`src/rtl/toll_pkg.sv`:
```
// toll_pkg: frame field layout, lane state encoding and fare selection shared by the toll plaza blocks
package toll_pkg;

    localparam int FRM_EV   = 0;
    localparam int FRM_TG   = 1;
    localparam int FRM_VEH  = 2;
    localparam int FRM_LANE = 3;

    localparam logic [0:0] ST_IDLE = 1'b0;
    localparam logic [0:0] ST_OPEN = 1'b1;

    function automatic int fare_of(input logic ev, input int base_fare, input int ev_fare);
        return ev ? ev_fare : base_fare;
    endfunction

endpackage

```
`src/rtl/toll_lane_fsm.sv`:
```
// toll_lane_fsm: one lane's gate timer, tailgate alert hold, EV flag and single pending fare slot
module toll_lane_fsm #(
    parameter int GATE_OPEN_CYC  = 100,
    parameter int ALERT_HOLD_CYC = 50,
    parameter int FARE_W         = 16,
    parameter int BASE_FARE      = 100,
    parameter int EV_FARE        = 80
) (
    input  logic              clk,
    input  logic              reset,
    input  logic              veh,
    input  logic              tg,
    input  logic              ev,
    input  logic              grant,
    output logic              gate_open,
    output logic              tailgate_alert,
    output logic              ev_discount,
    output logic              pend_valid,
    output logic [FARE_W-1:0] pend_amt,
    output logic              accept,
    output logic              overrun
);
    import toll_pkg::*;

    localparam int GW = $clog2(GATE_OPEN_CYC + 1);
    localparam int AW = $clog2(ALERT_HOLD_CYC + 1);

    logic [0:0]    state;
    logic [GW-1:0] gate_tmr;
    logic [AW-1:0] alert_cnt;

    // a full slot that is being granted this cycle can take the new vehicle
    assign accept         = veh && (!pend_valid || grant);
    assign overrun        = veh && pend_valid && !grant;
    assign gate_open      = state == ST_OPEN;
    assign tailgate_alert = alert_cnt != '0;

    // gate FSM: reload on accept, otherwise count down and close after the last cycle
    always_ff @(posedge clk or posedge reset) begin
        if (reset) begin
            state       <= ST_IDLE;
            gate_tmr    <= '0;
            ev_discount <= 1'b0;
        end else if (accept) begin
            state       <= ST_OPEN;
            gate_tmr    <= GW'(GATE_OPEN_CYC - 1);
            ev_discount <= ev;
        end else if (state == ST_OPEN) begin
            if (gate_tmr == '0) begin
                state       <= ST_IDLE;
                ev_discount <= 1'b0;
            end else begin
                gate_tmr <= gate_tmr - 1'b1;
            end
        end
    end

    // tailgate alert hold counter, independent of the gate
    always_ff @(posedge clk or posedge reset) begin
        if (reset)
            alert_cnt <= '0;
        else if (tg)
            alert_cnt <= AW'(ALERT_HOLD_CYC);
        else if (alert_cnt != '0)
            alert_cnt <= alert_cnt - 1'b1;
    end

    // pending fare slot: a refill wins over a same-cycle grant so no record is lost
    always_ff @(posedge clk or posedge reset) begin
        if (reset) begin
            pend_valid <= 1'b0;
            pend_amt   <= '0;
        end else if (accept) begin
            pend_valid <= 1'b1;
            pend_amt   <= FARE_W'(fare_of(ev, BASE_FARE, EV_FARE));
        end else if (grant) begin
            pend_valid <= 1'b0;
        end
    end

endmodule

```
`src/rtl/toll_plaza_ctrl.sv`:
```
// toll_plaza_ctrl: decodes UART lane frames, runs per-lane gates and arbitrates fare records round-robin
module toll_plaza_ctrl #(
    parameter int NUM_LANES      = 4,
    parameter int LANE_W         = 2,
    parameter int GATE_OPEN_CYC  = 100,
    parameter int ALERT_HOLD_CYC = 50,
    parameter int FARE_W         = 16,
    parameter int BASE_FARE      = 100,
    parameter int EV_FARE        = 80,
    parameter int COUNT_W        = 16
) (
    input  logic                 clk,
    input  logic                 reset,
    input  logic                 uart_valid,
    input  logic [LANE_W+2:0]    uart_data,
    output logic [NUM_LANES-1:0] gate_open,
    output logic [NUM_LANES-1:0] tailgate_alert,
    output logic [NUM_LANES-1:0] ev_discount,
    output logic                 fare_valid,
    input  logic                 fare_ready,
    output logic [LANE_W-1:0]    fare_lane,
    output logic [FARE_W-1:0]    fare_amount,
    output logic                 fare_overrun,
    output logic                 bad_lane,
    output logic [COUNT_W-1:0]   vehicle_count
);
    import toll_pkg::*;

    logic [LANE_W-1:0]    lane_id, rr_ptr, sel, idx;
    logic                 frame_ok, found, load_en;
    logic [NUM_LANES-1:0] pend_valid, grant, accept, overrun;
    logic [FARE_W-1:0]    pend_amt [NUM_LANES];

    function automatic int wrap(input int v);
        return v >= NUM_LANES ? v - NUM_LANES : v;
    endfunction

    assign lane_id  = uart_data[FRM_LANE +: LANE_W];
    assign frame_ok = uart_valid && (int'(lane_id) < NUM_LANES);
    assign load_en  = !fare_valid || fare_ready;

    for (genvar i = 0; i < NUM_LANES; i++) begin : g_lane
        toll_lane_fsm #(
            .GATE_OPEN_CYC (GATE_OPEN_CYC),
            .ALERT_HOLD_CYC(ALERT_HOLD_CYC),
            .FARE_W        (FARE_W),
            .BASE_FARE     (BASE_FARE),
            .EV_FARE       (EV_FARE)
        ) u_lane (
            .clk           (clk),
            .reset         (reset),
            .veh           (frame_ok && uart_data[FRM_VEH] && lane_id == LANE_W'(i)),
            .tg            (frame_ok && uart_data[FRM_TG] && lane_id == LANE_W'(i)),
            .ev            (uart_data[FRM_EV]),
            .grant         (grant[i]),
            .gate_open     (gate_open[i]),
            .tailgate_alert(tailgate_alert[i]),
            .ev_discount   (ev_discount[i]),
            .pend_valid    (pend_valid[i]),
            .pend_amt      (pend_amt[i]),
            .accept        (accept[i]),
            .overrun       (overrun[i])
        );
    end

    // round-robin pick: scan backwards so the pending lane nearest rr_ptr wins
    always_comb begin
        found = 1'b0;
        sel   = '0;
        idx   = '0;
        for (int i = NUM_LANES - 1; i >= 0; i--) begin
            idx = LANE_W'(wrap(int'(rr_ptr) + i));
            if (pend_valid[idx]) begin
                found = 1'b1;
                sel   = idx;
            end
        end
    end

    // grant only when the fare register is free or being drained this cycle
    always_comb begin
        grant = '0;
        if (load_en && found)
            grant[sel] = 1'b1;
    end

    // fare output register; rr_ptr points at the lane after the last grant
    always_ff @(posedge clk or posedge reset) begin
        if (reset) begin
            fare_valid  <= 1'b0;
            fare_lane   <= '0;
            fare_amount <= '0;
            rr_ptr      <= '0;
        end else if (load_en) begin
            fare_valid <= found;
            if (found) begin
                fare_lane   <= sel;
                fare_amount <= pend_amt[sel];
                rr_ptr      <= LANE_W'(wrap(int'(sel) + 1));
            end
        end
    end

    // status pulses and saturating vehicle counter
    always_ff @(posedge clk or posedge reset) begin
        if (reset) begin
            bad_lane      <= 1'b0;
            fare_overrun  <= 1'b0;
            vehicle_count <= '0;
        end else begin
            bad_lane     <= uart_valid && !frame_ok;
            fare_overrun <= |overrun;
            if (|accept && vehicle_count != '1)
                vehicle_count <= vehicle_count + 1'b1;
        end
    end

endmodule

```
`config.mk`:
```
export PLATFORM = sky130hd
export DESIGN_NAME = toll_plaza_ctrl
export DESIGN_NICKNAME = d
export VERILOG_FILES = /design/src/rtl/toll_pkg.sv /design/src/rtl/toll_lane_fsm.sv /design/src/rtl/toll_plaza_ctrl.sv
export SDC_FILE = /design/constraint.sdc
export NUM_CORES = 1
export LEC_CHECK = 0
export ABC_AREA = 1
export CAP_MARGIN = 20
export CORE_AREA = 2 2 129 131
export CTS_CLUSTER_SIZE = 24
export DETAILED_ROUTE_END_ITERATION = 12
export DIE_AREA = 0 0 131 133
export PLACE_DENSITY = 0.64
export SLEW_MARGIN = 15
export SYNTH_ARGS = -nofsm -noshare
export SYNTH_HDL_FRONTEND = slang
export SYNTH_SLANG_ARGS = --single-unit
```
`constraint.sdc`:
```
create_clock -name clk -period 8.1 [get_ports clk]
set_clock_uncertainty 0.2 [all_clocks]
set_input_delay 1.62 -clock clk [delete_from_list [all_inputs] [get_ports clk]]
set_output_delay 1.62 -clock clk [all_outputs]
set_load 0.05 [all_outputs]
```
==> impl_results.md <==
- Post-CTS repair timing setup buffer count: 0
- Cell Int Power: about 1.3 mW
- Adder-Cell Fraction of Synth Area: 0.0296
- Clock Power Share: 0.170
- CP max FO: 5
- I/O pins: 58
- Number of max-cap violations: 0
- Total negative slack: 0 ns
- Gate power share: 0.467
- Vias per inst: roughly 4.4
- Final slew viol count: 0
- Num Clock Sinks: ~100
- Routability congestion estimate: 0.822
- Arrival time at the worst endpoint: between 2 and 3 ns
- Post-synthesis mux area share: 0
- TritonRoute pass-1 iters: 4
- Total CTS buffers: 9
- Final Non-Filler Cells: about 930
- Yosys Warn Count: 0
- Site Rows: 47
- Starting Density: 0.340
- CTS Buffer Depth: 2
- Sequential-to-total area share from yosys stat: 0.460
- Post-CTS Hold Buffers: 0
- Syn_area_per_cell: just over 8 µm²
- RSZ-0062 raised after global routing: no
- Async set-or-reset flop fraction in the synthesized netlist: 1.00
- Initial DRC Count: 306
- Top cell type's share of synthesized area: 0.460
- WL per Instance: about 11 µm
- Chip Height: between 100 and 150 µm
- FF+latch count, synth: around 100
- Worst Path Required: roughly 6.3 ns
- Reg2Reg Launch Point: rr_ptr[0]
- Port bufs: 44
- Final hold violations: 0
- Die area: roughly 17,000 µm²
- Final worst-path cycle share: 0.537
- Met3 usage: 0.0259
- Slew @ Worst Pin: between 0.7 and 0.8 ns
- Leakage: approximately 3 nW
- Layout Utilization: 0.389
- # placed instances: about 920
- Cell count after synthesis: just under 700
- EDFF count, synth: 0
- P_sw: roughly 1.1 mW
- Largest family of logic cells by synthesized area: simple AND/OR/NAND/NOR gates
- Nets: 730
- Post-Place Cell Area: around 6000 µm²
- Total track usage: 0.134
- Core ar.: about 16,000 µm²
- Reg clk slew, reported paths: roughly 0.070 ns
- Area Overhead vs Synth: 14.5%
- Worst-case vdd ir drop: roughly 0.00013 V
- Seq pwr share: 0.364
- Post-route minimum period: 4.35 ns
- Compound-Gate Fraction of Synth Area: 0.0747
- First-pass GRT wire length: 18,700 µm
- Total chip power: about 2.4 mW
- R2R Path End: vehicle_count[9]
- Vias in the first global route: between 4,000 and 5,000
- Pin count of the biggest net entering global routing: between 50 and 60
- Setup violators final: 0
- Run status: complete, no violations
- Switching share of power: 0.442
- Cell variety after synth: 37
- Die width: 131 µm
- Post-CTS resize count: 0
- GR Layer Usage met2: 0.214
- Worst Reg2Reg Path Length in Cells: 14
- DR vias: slightly above 4,000
- Gr busiest metal: met2
- Design area: roughly 6300 µm²
- GR Layer Usage met1: 0.178
- Slew HR: 0.519
- Synth area leaders: dfrtp_1 (46%), nand2_1 (10%), inv_1 (6.2%)
- Overflow left after global routing: 0
- Min-delay src: g_lane[1].u_lane.pend_amt[6]
- Fraction of layout cells with a size suffix above 1: 0.0659
- Total Routed Length: 10,500 µm
- Dominant synthesized flop cell: dfrtp_1
- Max Clk Rate: roughly 230 MHz
- Xor/xnor share of the synthesized area: 0.0574
- Initial antenna violation count: 0
- Crit start category: register
- Post-synth top area cell: dfrtp_1
- DP HPWL: between 7000 and 8000 µm
- CTS H-tree depth: 3
- Crit end category: output pin
- DR DRC count: 0
- Hold Path End: g_lane[1].u_lane.pend_amt[6]
- Kind of critical path: register to output pin
- Fill count: roughly 1,600
- Post-Syn Area: 5490 µm²
- CTS tree: yes
- Hold depth: 2
- Cell Pwr Density: roughly 380 nW/µm²
- Antenna Nets Post-Route: 0
- Antenna cells: 0
- Root buf cell: clkbuf_16
- Hold WC Path Type: register to register
- Post-Synth Simple-Gate Area: 0.266
- Worst-Skew Late Latency: between 0.3 and 0.4 ns
- Reg-to-reg setup timing slack: approximately 5.1 ns
==> worst max path at each step <==
| stage | endpoint | start | depth (start not counted) | slack [ns] |
|---|---|---|---|---|
| 5_1_grt | tailgate_alert[3] | g_lane[3].u_lane.alert_cnt[0] | 9 | 3.55 |
| 6_report | tailgate_alert[3] | g_lane[3].u_lane.alert_cnt[0] | 9 | 3.75 |
| 3_3_place_gp | tailgate_alert[3] | g_lane[3].u_lane.alert_cnt[0] | 9 | 4.11 |
| 3_5_place_dp | vehicle_count[9] | fare_ready | 11 | 4.05 |
| 2_1_floorplan | fare_amount[4] | reset | 1 | 3.63 |
| 4_1_cts | tailgate_alert[3] | g_lane[3].u_lane.alert_cnt[0] | 9 | 3.74 |
==> area by class of cell <==
type | instances | area, µm² | area share
Sequential cell | 101 | 2530 | 0.402
Multi-Input combinational cell | 456 | 2400 | 0.382
Timing Repair Buffer | 45 | 448 | 0.0712
Inverter | 95 | 359 | 0.0571
Tap cell | 220 | 275 | 0.0438
Clock buffer | 12 | 246 | 0.0392
Clock inverter | 4 | 31.3 | 0.00498
==> metal layers <==
metal,part of all wire,vias to the layer above
li1,-,2176
met1,0.49,1895
met2,0.48,40
met3,0.030,2
met4,0.0058,0
met5,0,-
==> Yosys cell counts (2+ instances only) <==
master    instances
nand2_1         148
dfrtp_1         101
inv_1            91
nor2_1           72
nand3_1          43
o21ai_0          28
buf_4            27
a21oi_1          24
nor3_1           24
xor2_1           20
xnor2_1          16
ha_1             13
nand2_2           6
nand2_4           6
o211ai_1          6
nand3_2           5
a31oi_1           4
inv_2             4
buf_6             3
nand3b_1          3
nor3b_1           3
nor4_1            3
o21ai_1           3
or2_2             3
buf_2             2
clkbuf_1          2
nand4_1           2
o21ai_2           2
o31ai_1           2
==> kinds of logic (layout without fill, tap and decap cells) <==
family / count (synthesis) / count (layout)
adders and majority gates: 13 / 13
AOI/OAI and AO/OA: 72 / 72
DFF: 101 / 101
other: 1 / 13
and+or+nand+nor: 322 / 322
buffers and inverters: 129 / 156
xor gates and xnor gates: 36 / 36
==> critical path, cell delays in order, from the launching register on <==
cell and delay, ns:
dfrtp_1 0.37, inv_1 0.09, ha_1 0.18, nor3b_1 0.19, inv_1 0.08, nor2_1 0.08, inv_1 0.07, nor2_1 0.26
inv_1 0.14, clkdlybuf4s50_1 0.72
==> power groups by stage <==
stage	sequential [mW]	clock [mW]	combinational (mW)
after floorplan	0.921	0	0.881
after global placement	0.885	0	1.12
after detailed placement	0.887	0	1.13
after CTS	0.880	0.427	1.14
after global routing	0.914	0.451	1.30
final	0.879	0.410	1.13
==> state kept, by name (all words and copies together) (netlist names), 3 cells and up <==
signal / count
g_lane.u_lane.gate_open: 4
fare_amount: 3
g_lane.u_lane.ev_discount: 4
g_lane.u_lane.alert_cnt: 24
g_lane.u_lane.gate_tmr: 28
g_lane.u_lane.pend_valid: 4
g_lane.u_lane.pend_amt: 12
vehicle_count: 16
==> stage by stage <==
step	setup slack [ns]	hold WS, ns
after detailed placement	4.05	0.239
after floorplan	3.63	0.222
after CTS	3.74	0.256
after global placement	4.11	0.233
after global routing	3.55	0.270
final	3.75	0.260
==> cells in the final DEF, fill, tap and decap left out, drive strengths merged <==
cell / count
nand4: 3
o211ai: 6
o21ai: 34
o31ai: 2
nor3b: 3
buf: 1
nor3: 25
conb: 13
a31oi: 4
a21oi: 24
inv: 97
or2: 3
nor2: 73
clkbuf: 12
dfrtp: 101
xor2: 20
clkdlybuf4s50: 44
nand3b: 3
ha: 13
o21a: 1
o2111ai: 1
nand2: 160
xnor2: 16
clkinv: 2
nand3: 49
nor4: 3
(Power assumes the default switching activity.)
==> RTL edit, RTL diff (same flow settings) <==
`ALERT_HOLD_CYC` is set to 50 in 2 places; all go to 100.
--- a/src/rtl/toll_lane_fsm.sv
+++ b/src/rtl/toll_lane_fsm.sv
@@ -2,5 +2,5 @@
 module toll_lane_fsm #(
     parameter int GATE_OPEN_CYC  = 100,
-    parameter int ALERT_HOLD_CYC = 50,
+    parameter int ALERT_HOLD_CYC = 100,
     parameter int FARE_W         = 16,
     parameter int BASE_FARE      = 100,
--- a/src/rtl/toll_plaza_ctrl.sv
+++ b/src/rtl/toll_plaza_ctrl.sv
@@ -4,5 +4,5 @@
     parameter int LANE_W         = 2,
     parameter int GATE_OPEN_CYC  = 100,
-    parameter int ALERT_HOLD_CYC = 50,
+    parameter int ALERT_HOLD_CYC = 100,
     parameter int FARE_W         = 16,
     parameter int BASE_FARE      = 100,
Behaviour: same outputs for any inputs over 4 cycles, from zero or initial values and one cycle with reset high; that may be too few to reach the edited logic, so the function may still have changed.
==> RTL edit against the unedited design <==
- design area is 2.0% higher
- sequential cell count is 4 higher
- synthesized cell count up 1.8%
- total power is 1.2% higher
- worst setup slack improved by 0.086 ns
- sequential share of layout area up 0.78 points
- first-iteration DRC count down 23%
- synthesized area is 2.1% higher
- routed wire length increased by 0.52%
- critical endpoint unchanged
- largest cell class unchanged
==> RTL edit: results (changes against the unedited design) <==
| Metric | Value |
|---|---|
| Gr usage total | `13.41% (+0.026 points)` |
| Met3 Track Usage GR | `3.154% (+0.57 points)` |
| Post-synth cell types | `34 (-8.1%)` |
| Setup Buffers After CTS | `0 (unchanged)` |
| Placed instance area | `6138 um2 (+2.1%)` |
| Num CTS Buffers | `9 (unchanged)` |
| Initial antenna violation count | `0 (unchanged)` |
| DP HPWL | `7647 um (+2.9%)` |
| Max-slew headroom | `44.13% (-7.8 points)` |
| Largest net degree at the start of global routing | `55 (unchanged)` |
| Clk slew on worst S/H paths | `0.07 ns (about the same)` |
| FF-to-FF End | `vehicle_count[5]$_DFFE_PP0P_` |
| Leak | `3.024 nW (+0.86%)` |
| N_diodes | `0 (unchanged)` |
| Clock Tree Root | `clkbuf_16` |
| Worst r2r path cells | `7 (-7)` |
| Ranking of synthesized cells by area | `dfrtp_1 47%, nand2_1 9.9%, inv_1 5.6%` |
| FFs w/ async S/R, synth | `100.0% (unchanged)` |
| Ys Warns | `0 (unchanged)` |
| Ratio of cells with drive above 1 in the final layout | `8.127% (+1.5 points)` |
| RePlAce Congestion | `0.8497 (+3.3%)` |
| Clk Latency, worst-skew pair | `0.35 ns (about the same)` |
| Hold path depth | `2 (unchanged)` |
| Seq/Total Area, Yosys | `46.85% (+0.84 points)` |
| Worst Hold Class | `register to register` |
| Final setup vio count | `0 (unchanged)` |
| Vias in the first global route | `4,059 (+0.79%)` |
| Worst path arrival time | `2.44 ns (-0.09 ns)` |
| Drt pass-1 iters | `4 (unchanged)` |
| Global-route wire length before repair | `18,690 um (-0.18%)` |
| PortBufs | `44 (unchanged)` |
| Crit path from | `g_lane[3].u_lane.alert_cnt[0]$_DFFE_PP0P_` |
| Largest registers | `g_lane.u_lane.alert_cnt: 28 flops, g_lane.u_lane.gate_tmr: 28 flops, vehicle_count: 16 flops` |
| Crit path max fanout | `5 (unchanged)` |
| Peak supply drop | `0.0001613 V (+21%)` |
| Worst hold start | `g_lane[3].u_lane.pend_amt[6]$_DFFE_PP0P_` |
| Synth cell count leaders | `148 x nand2_1, 105 x dfrtp_1, 83 x inv_1, 71 x nor2_1, 50 x nand3_1` |
| Ys flop type | `dfrtp_1` |
| Met2 Use GR | `20.78% (-0.66 points)` |
| Hold Path End | `g_lane[3].u_lane.pend_amt[6]$_DFFE_PP0P_` |
| Resized cells post-CTS | `0 (unchanged)` |
| WL per Instance | `11.14 um (-0.87%)` |
| Status | `completed` |
| Critical Path Sink | `tailgate_alert[3]` |
| Fillers | `1,628 (+0.12%)` |
| Initial drt markers | `237 (-23%)` |
| Reg2reg setup slack | `5.17 ns (+0.10 ns)` |
| Global Route met1 Usage | `18.20% (+0.41 points)` |
| # nets final | `744 (+1.9%)` |
| H-tree depth | `3 (unchanged)` |
| Hold Slack | `0.2669 ns (+0.006972 ns)` |
| Deepest clock path buffer count | `2 (unchanged)` |
| Routed vias | `4,256 (+3.5%)` |
| RR Startpoint | `vehicle_count[0]$_DFFE_PP0P_` |
RTL edit: cell families (layout without fill, tap and decap cells):
family | after synthesis | count (layout) | share of synthesized area (%)
fa+ha+maj | 13 | 13 | 2.901
simple gates | 347 | 347 | 27.96
other cells | 1 | 13 | 0.06687
flops | 105 | 105 | 46.85
buf+inv | 122 | 150 | 10.40
xor+xnor | 35 | 35 | 5.466
compound gates | 63 | 63 | 6.359
RTL edit: stage by stage:
stage	total power, mW	utilization, %	std cells	worst slack, ns
final	2.447	39.64	946	3.838
after detailed placement	2.055	37.96	931	4.208
after global routing	2.677	39.64	946	3.580
after CTS	2.477	39.64	946	3.812
after floorplan	1.835	-	698	3.519
after global placement	2.033	37.96	931	4.287
RTL edit: worst max-delay path, stage by stage (launching register included):
cell and delay [ns]:
dfrtp_1 0.38, inv_1 0.09, ha_1 0.17, nand2_1 0.07
nor2_1 0.16, inv_1 0.07, nor3_1 0.27, inv_1 0.16
clkdlybuf4s50_1 0.73
RTL edit: layout make-up:
cell class / instances / area (um2) / area share (%)
Tap cell: 220 / 275.3 / 4.294
Clock buffer: 11 / 242.7 / 3.786
Clock inverter: 4 / 30.03 / 0.4684
Sequential cell: 105 / 2628 / 40.98
Timing Repair Buffer: 45 / 447.9 / 6.987
Inverter: 90 / 345.3 / 5.386
Multi-Input combinational cell: 471 / 2442 / 38.10
RTL edit: layer usage:
| metal | routed length [um] | part of all wire, % |
|---|---|---|
| met5 | 0 | 0 |
| met4 | 173 | 1.6 |
| met3 | 365 | 3.5 |
| met2 | 4731 | 45 |
| met1 | 5267 | 50 |
RTL edit: where the power goes:
group          switching (mW)  internal [mW]  leakage, nW
clock network           0.192          0.216        0.132
logic                   0.727          0.408         1.66
registers               0.157          0.746         1.24
total                    1.08           1.37         3.02
